$ cat src/rtl/decode_stage.sv
// Instruction-decode stage: register file, operand read with write-through bypass,
// load-use stall with a one-entry skid register, and producer-dependency tagging.
module decode_stage #(
  parameter logic [3:0] LOAD_OP   = 4'b1000,
  parameter logic [3:0] STORE_OP  = 4'b1001,
  parameter logic [2:0] BRANCH_HI = 3'b101,
  parameter logic [3:0] HALT_OP   = 4'b1111
) (
  input  logic        clk,
  input  logic        rst,
  input  logic        flush,
  input  logic [15:0] instr_in,
  input  logic        bubble_in,
  input  logic [15:0] pc_in,
  input  logic        reg_we,
  input  logic [3:0]  reg_tgt,
  input  logic [15:0] reg_wdata,
  output logic [15:0] op1_out,
  output logic [15:0] op2_out,
  output logic [15:0] pc_out,
  output logic [15:0] instr_out,
  output logic        bubble_out,
  output logic        was_pair,
  output logic        was_was_pair,
  output logic        stall
);

  typedef struct packed {
    logic        vld;
    logic [15:0] instr;
    logic [15:0] pc;
  } slot_t;

  typedef struct packed {
    logic       wr;
    logic [3:0] rt;
  } hist_t;

  // Store and branch carry their second source in the rt field.
  function automatic logic rt_is_src(input logic [15:0] i);
    return (i[15:12] == STORE_OP) || (i[15:13] == BRANCH_HI);
  endfunction

  function automatic logic [3:0] rs2_of(input logic [15:0] i);
    return rt_is_src(i) ? i[3:0] : i[11:8];
  endfunction

  function automatic logic writes(input logic vld, input logic [15:0] i);
    return vld && !rt_is_src(i) && (i[15:12] != HALT_OP) && (i[3:0] != 4'd0);
  endfunction

  function automatic logic dep(input hist_t hs, input logic [3:0] a, input logic [3:0] b);
    return hs.wr && ((hs.rt == a) || (hs.rt == b));
  endfunction

  logic [15:0][15:0] rf;
  slot_t             skid;
  logic              use_skid;
  slot_t             h;
  logic [3:0]        h_rs1, h_rs2;
  logic [15:0]       rd1, rd2;
  hist_t             hist1, hist2;
  logic              out_load;

  // Register file; R0 is never written so it always reads zero.
  always_ff @(posedge clk or posedge rst) begin
    if (rst) begin
      rf <= '0;
    end else if (reg_we && (reg_tgt != 4'd0)) begin
      rf[reg_tgt] <= reg_wdata;
    end
  end

  always_comb begin
    h.vld   = ~bubble_in;
    h.instr = instr_in;
    h.pc    = pc_in;
    if (use_skid) h = skid;
  end

  assign h_rs1 = h.instr[7:4];
  assign h_rs2 = rs2_of(h.instr);

  always_comb begin
    rd1 = rf[h_rs1];
    if (reg_we && (reg_tgt == h_rs1)) rd1 = reg_wdata;
    if (h_rs1 == 4'd0) rd1 = '0;
    rd2 = rf[h_rs2];
    if (reg_we && (reg_tgt == h_rs2)) rd2 = reg_wdata;
    if (h_rs2 == 4'd0) rd2 = '0;
  end

  assign out_load = !bubble_out && (instr_out[15:12] == LOAD_OP) && (instr_out[3:0] != 4'd0);
  assign stall    = h.vld && out_load &&
                    ((instr_out[3:0] == h_rs1) || (instr_out[3:0] == h_rs2));

  // Skid holds the stalled instruction, since fetch may move its output while held.
  always_ff @(posedge clk or posedge rst) begin
    if (rst) begin
      skid     <= '0;
      use_skid <= 1'b0;
    end else if (flush) begin
      skid     <= '0;
      use_skid <= 1'b0;
    end else begin
      skid     <= h;
      use_skid <= stall;
    end
  end

  // Issue register plus the two-deep history of issued slots.
  always_ff @(posedge clk or posedge rst) begin
    if (rst) begin
      op1_out      <= '0;
      op2_out      <= '0;
      pc_out       <= '0;
      instr_out    <= '0;
      bubble_out   <= 1'b1;
      was_pair     <= 1'b0;
      was_was_pair <= 1'b0;
      hist1        <= '0;
      hist2        <= '0;
    end else if (flush) begin
      op1_out      <= '0;
      op2_out      <= '0;
      pc_out       <= '0;
      instr_out    <= '0;
      bubble_out   <= 1'b1;
      was_pair     <= 1'b0;
      was_was_pair <= 1'b0;
      hist1        <= '0;
      hist2        <= '0;
    end else if (stall) begin
      instr_out    <= '0;
      bubble_out   <= 1'b1;
      was_pair     <= 1'b0;
      was_was_pair <= 1'b0;
      hist1        <= '0;
      hist2        <= hist1;
    end else begin
      op1_out      <= rd1;
      op2_out      <= rd2;
      pc_out       <= h.pc;
      instr_out    <= h.instr;
      bubble_out   <= ~h.vld;
      was_pair     <= h.vld && dep(hist1, h_rs1, h_rs2);
      was_was_pair <= h.vld && dep(hist2, h_rs1, h_rs2);
      hist1.wr     <= writes(h.vld, h.instr);
      hist1.rt     <= h.instr[3:0];
      hist2        <= hist1;
    end
  end

endmodule

$ cat config.mk
export PLATFORM = sky130hd
export DESIGN_NAME = decode_stage
export DESIGN_NICKNAME = d
export VERILOG_FILES = /design/src/rtl/decode_stage.sv
export SDC_FILE = /design/constraint.sdc
export NUM_CORES = 1
export LEC_CHECK = 0
export ABC_AREA = 1
export CORE_MARGIN = 2
export CORE_UTILIZATION = 35
export CTS_CLUSTER_SIZE = 24
export DETAILED_ROUTE_END_ITERATION = 6
export PLACE_DENSITY = 0.57
export SYNTH_ARGS = -nofsm -noshare
export SYNTH_HDL_FRONTEND = slang
export SYNTH_SLANG_ARGS = --single-unit
$ cat constraint.sdc
create_clock -name clk -period 20.6 [get_ports clk]
set_clock_uncertainty 0.1 [all_clocks]
set_input_delay 2.06 -clock clk [delete_from_list [all_inputs] [get_ports clk]]
set_output_delay 2.06 -clock clk [all_outputs]
set_load 0.02 [all_outputs]
==> impl_metrics.ini <==
[run_status]
outcome = complete, but fails checks
violations = design-rule violations

[critical_path]
r2r_cells = 18
required_ns = 18.44
critical_path_class = in2out
rrSetupSlack_ns = 15.50
arrival_ns = 5.72
critPathMaxFanout = 34
r2r-end = op2_out[1]
r2r-start = use_skid
cp-start-kind = primary input
end_kind = output port

[yosys]
synth_commonest_cells = nand2_1, nand3_1, dfrtp_1
synth.avg_cell_area_um2 = 7.290
synth_top_area_share_pct = 47.52
synth_seq_cells = 363
syn_nets = 2672
synth_cell_type_count = 37
async_reset_ff_share_pct = 100.0
synth_flop_cell = dfrtp_1
yosysWarningCount = 0
yosysTopAreaCell = dfrtp_1
syn_inst = 2615
synth_most_common_cell = nand2_1
netlist_area_um2 = 19060
synthTopCellsByArea = dfrtp_1, nand2_1, nand3_1, o21ai_0, nor2_1
synth_edf_count = 0
synth-seq-area-share_pct = 47.65

[pwr]
power_w = 0.002103
netSwitchingFraction_pct = 31.22
powerDensity_nw_per_um2 = 95.93
power_frac_comb_pct = 19.7
internal_power_w = 0.001447
peakVddDrop_mv = 0.05066
p_clk_share_pct = 36.7
p_seq_share_pct = 43.6
switchingPower_w = 0.0006566
p_leak_nw = 10.37

[drt]
initialDrtViolationCount = 2149
wirelength_um = 66340
detail-route-antenna-nets = 0
wl_per_cell_um = 19.93
drt_first_pass_iters = 7
drc_errors = 1
vias_per_cell = 5.413
vias = 18020

[floorplan]
core_area_um2 = 53810
die_area_um2 = 56350
die_w_um = 237.4
die_h_um = 237.4
row_count = 85
initial_utilization_pct = 35.43
pin_count = 125

[placed_design]
gp_congestion = 0.8618
dp_hpwl_um = 41080
placed_area_um2 = 20520
portBuffers = 124

[timing]
fin_crit_sh_pct = 38.24
drv_slew = 0
fin_crit_ns = 7.878
final-hold-violation-count = 0
setup_violations = 0
tightest_slew_ns = 1.232
maxSlewHeadroom_pct = 17.68
fmax_mhz = 126.9
setup_tns_ns = 0
rsz0062_at_grt = no

[hold_path]
hp-start = rf[7]
min_to = rf[7]
holdCritPathClass = reg2reg
hold_path_depth = 0

[grt]
grt_usage_pct = 23.54
grt_antenna_before_repair = 3
grt_pass1_wl_um = 103700
grt_max_degree = 192
grt_pass1_vias = 17410
grt_overflow = 0

[clocking]
cts_hold_buf = 0
cts_resized = 0
clk_path_buf_depth = 3
cts_tree = built
cts_num_sinks = 363
clk_pin_slew_worst_paths_ns = 0.06
cts_inserted_buffers = 41
htreeDepth = 2
cts_setup_buffers = 0
clock_latency_ns = 0.59
root_buffer = clkbuf_16

[finish]
diodes = 0
fillers = 5443
drive_gt1_share_pct = 5.355
stdcell_area_um2 = 21920
syn_to_final_growth_pct = 15.00
fin_nets = 2660

[job]
maxCapViolations = 0
[worst max-delay path by stage]
stage	from	to	slack, ns	cells after the start
4_1_cts	instr_in[15]	stall	12.71	15
2_1_floorplan	rst	hist1[0]	8.37	1
6_report	instr_in[15]	stall	12.72	15
3_5_place_dp	instr_in[15]	stall	12.71	15
5_1_grt	instr_in[15]	stall	12.51	15
3_3_place_gp	instr_in[15]	stall	12.70	15
[metal layers]
metal  track usage (%)  vias to the layer above  wire length, um
met4             7.566                        6             1791
met3             4.517                      121             5606
met1             32.34                     8623            29150
met5                 0                        -               38
li1                  -                     8439                -
met2             37.47                      831            29750
[cell usage in the layout, fill, tap and decap left out, types with 8 or more instances in the layout]
cell type and instances:
clkdlybuf4s50_1 123, clkbuf_8 9, clkinv_2 8, a22o_1 31, inv_1 105, nor3_1 20
nand2_2 12, dfrtp_1 362, o21ai_0 248, a21oi_1 113, clkbuf_16 43, nand3_1 384
nor2_1 161, clkbuf_1 9, xor2_1 11, buf_4 32, nand2_1 905
[metrics by stage]
stage	hold WS, ns	setup WS (ns)	utilization [%]	std cells
floorplan	0.3492	8.366	-	2615
global placement	0.2883	12.70	38.14	3256
detailed placement	0.2897	12.71	38.14	3256
CTS	0.3028	12.71	40.74	3329
global route	0.3122	12.51	40.74	3329
finish	0.3037	12.72	40.74	3329
[state kept, by name, indices dropped and copies added (netlist names)]
name	count
op2_out	16
op1_out	16
was_pair	1
hist2	5
pc_out	16
rf	256
bubble_out	1
was_was_pair	1
instr_out	13
hist1	4
skid	33
use_skid	1
[kinds of logic (layout without fill, tap and decap cells)]
| kind of cell | count (synthesis) | in the layout | synth area share (%) |
|---|---|---|---|
| xor gates and xnor gates | 15 | 15 | 0.6891 |
| buffers and inverters | 327 | 345 | 7.305 |
| AOI/OAI and AO/OA | 404 | 404 | 11.38 |
| DFF | 363 | 363 | 47.65 |
| and+or+nand+nor | 1506 | 1506 | 32.97 |
[worst max-delay path: stages]
cell and delay (ns):
clkdlybuf4s50_1 0.46, inv_1 0.05, nand2_2 0.06, nand2_2 0.11, nor2_8 0.18, nand3_2 0.84, nand3_1 0.37, nand2_1 0.08
nand2_1 0.06, inv_1 0.04, nand2_1 0.06, nand2_2 0.06, nand2_2 0.39, inv_2 0.27, clkdlybuf4s50_1 0.61
[final cells by class]
class | count | area, um^2 | share of cell area [%]
repair buffers | 157 | 1496 | 6.825
inverters | 115 | 441.7 | 2.014
flip-flops and latches | 363 | 9085 | 41.44
clock buffers | 61 | 1234 | 5.627
multi-input cells | 1925 | 8630 | 39.36
well taps | 696 | 870.8 | 3.972
clock inverters | 12 | 167.7 | 0.7647
[power groups by stage]
| stage | Combinational, W | Clock [W] | Sequential (W) |
|---|---|---|---|
| final | 0.000413 | 0.000772 | 0.000917 |
| after global routing | 0.000467 | 0.000815 | 0.000932 |
| after CTS | 0.000412 | 0.000785 | 0.000914 |
| after detailed placement | 0.000410 | 0 | 0.000926 |
| after global placement | 0.000402 | 0 | 0.000923 |
| after floorplan | 0.000277 | 0 | 0.000917 |
Note: power is estimated with default switching activity, not from simulation.
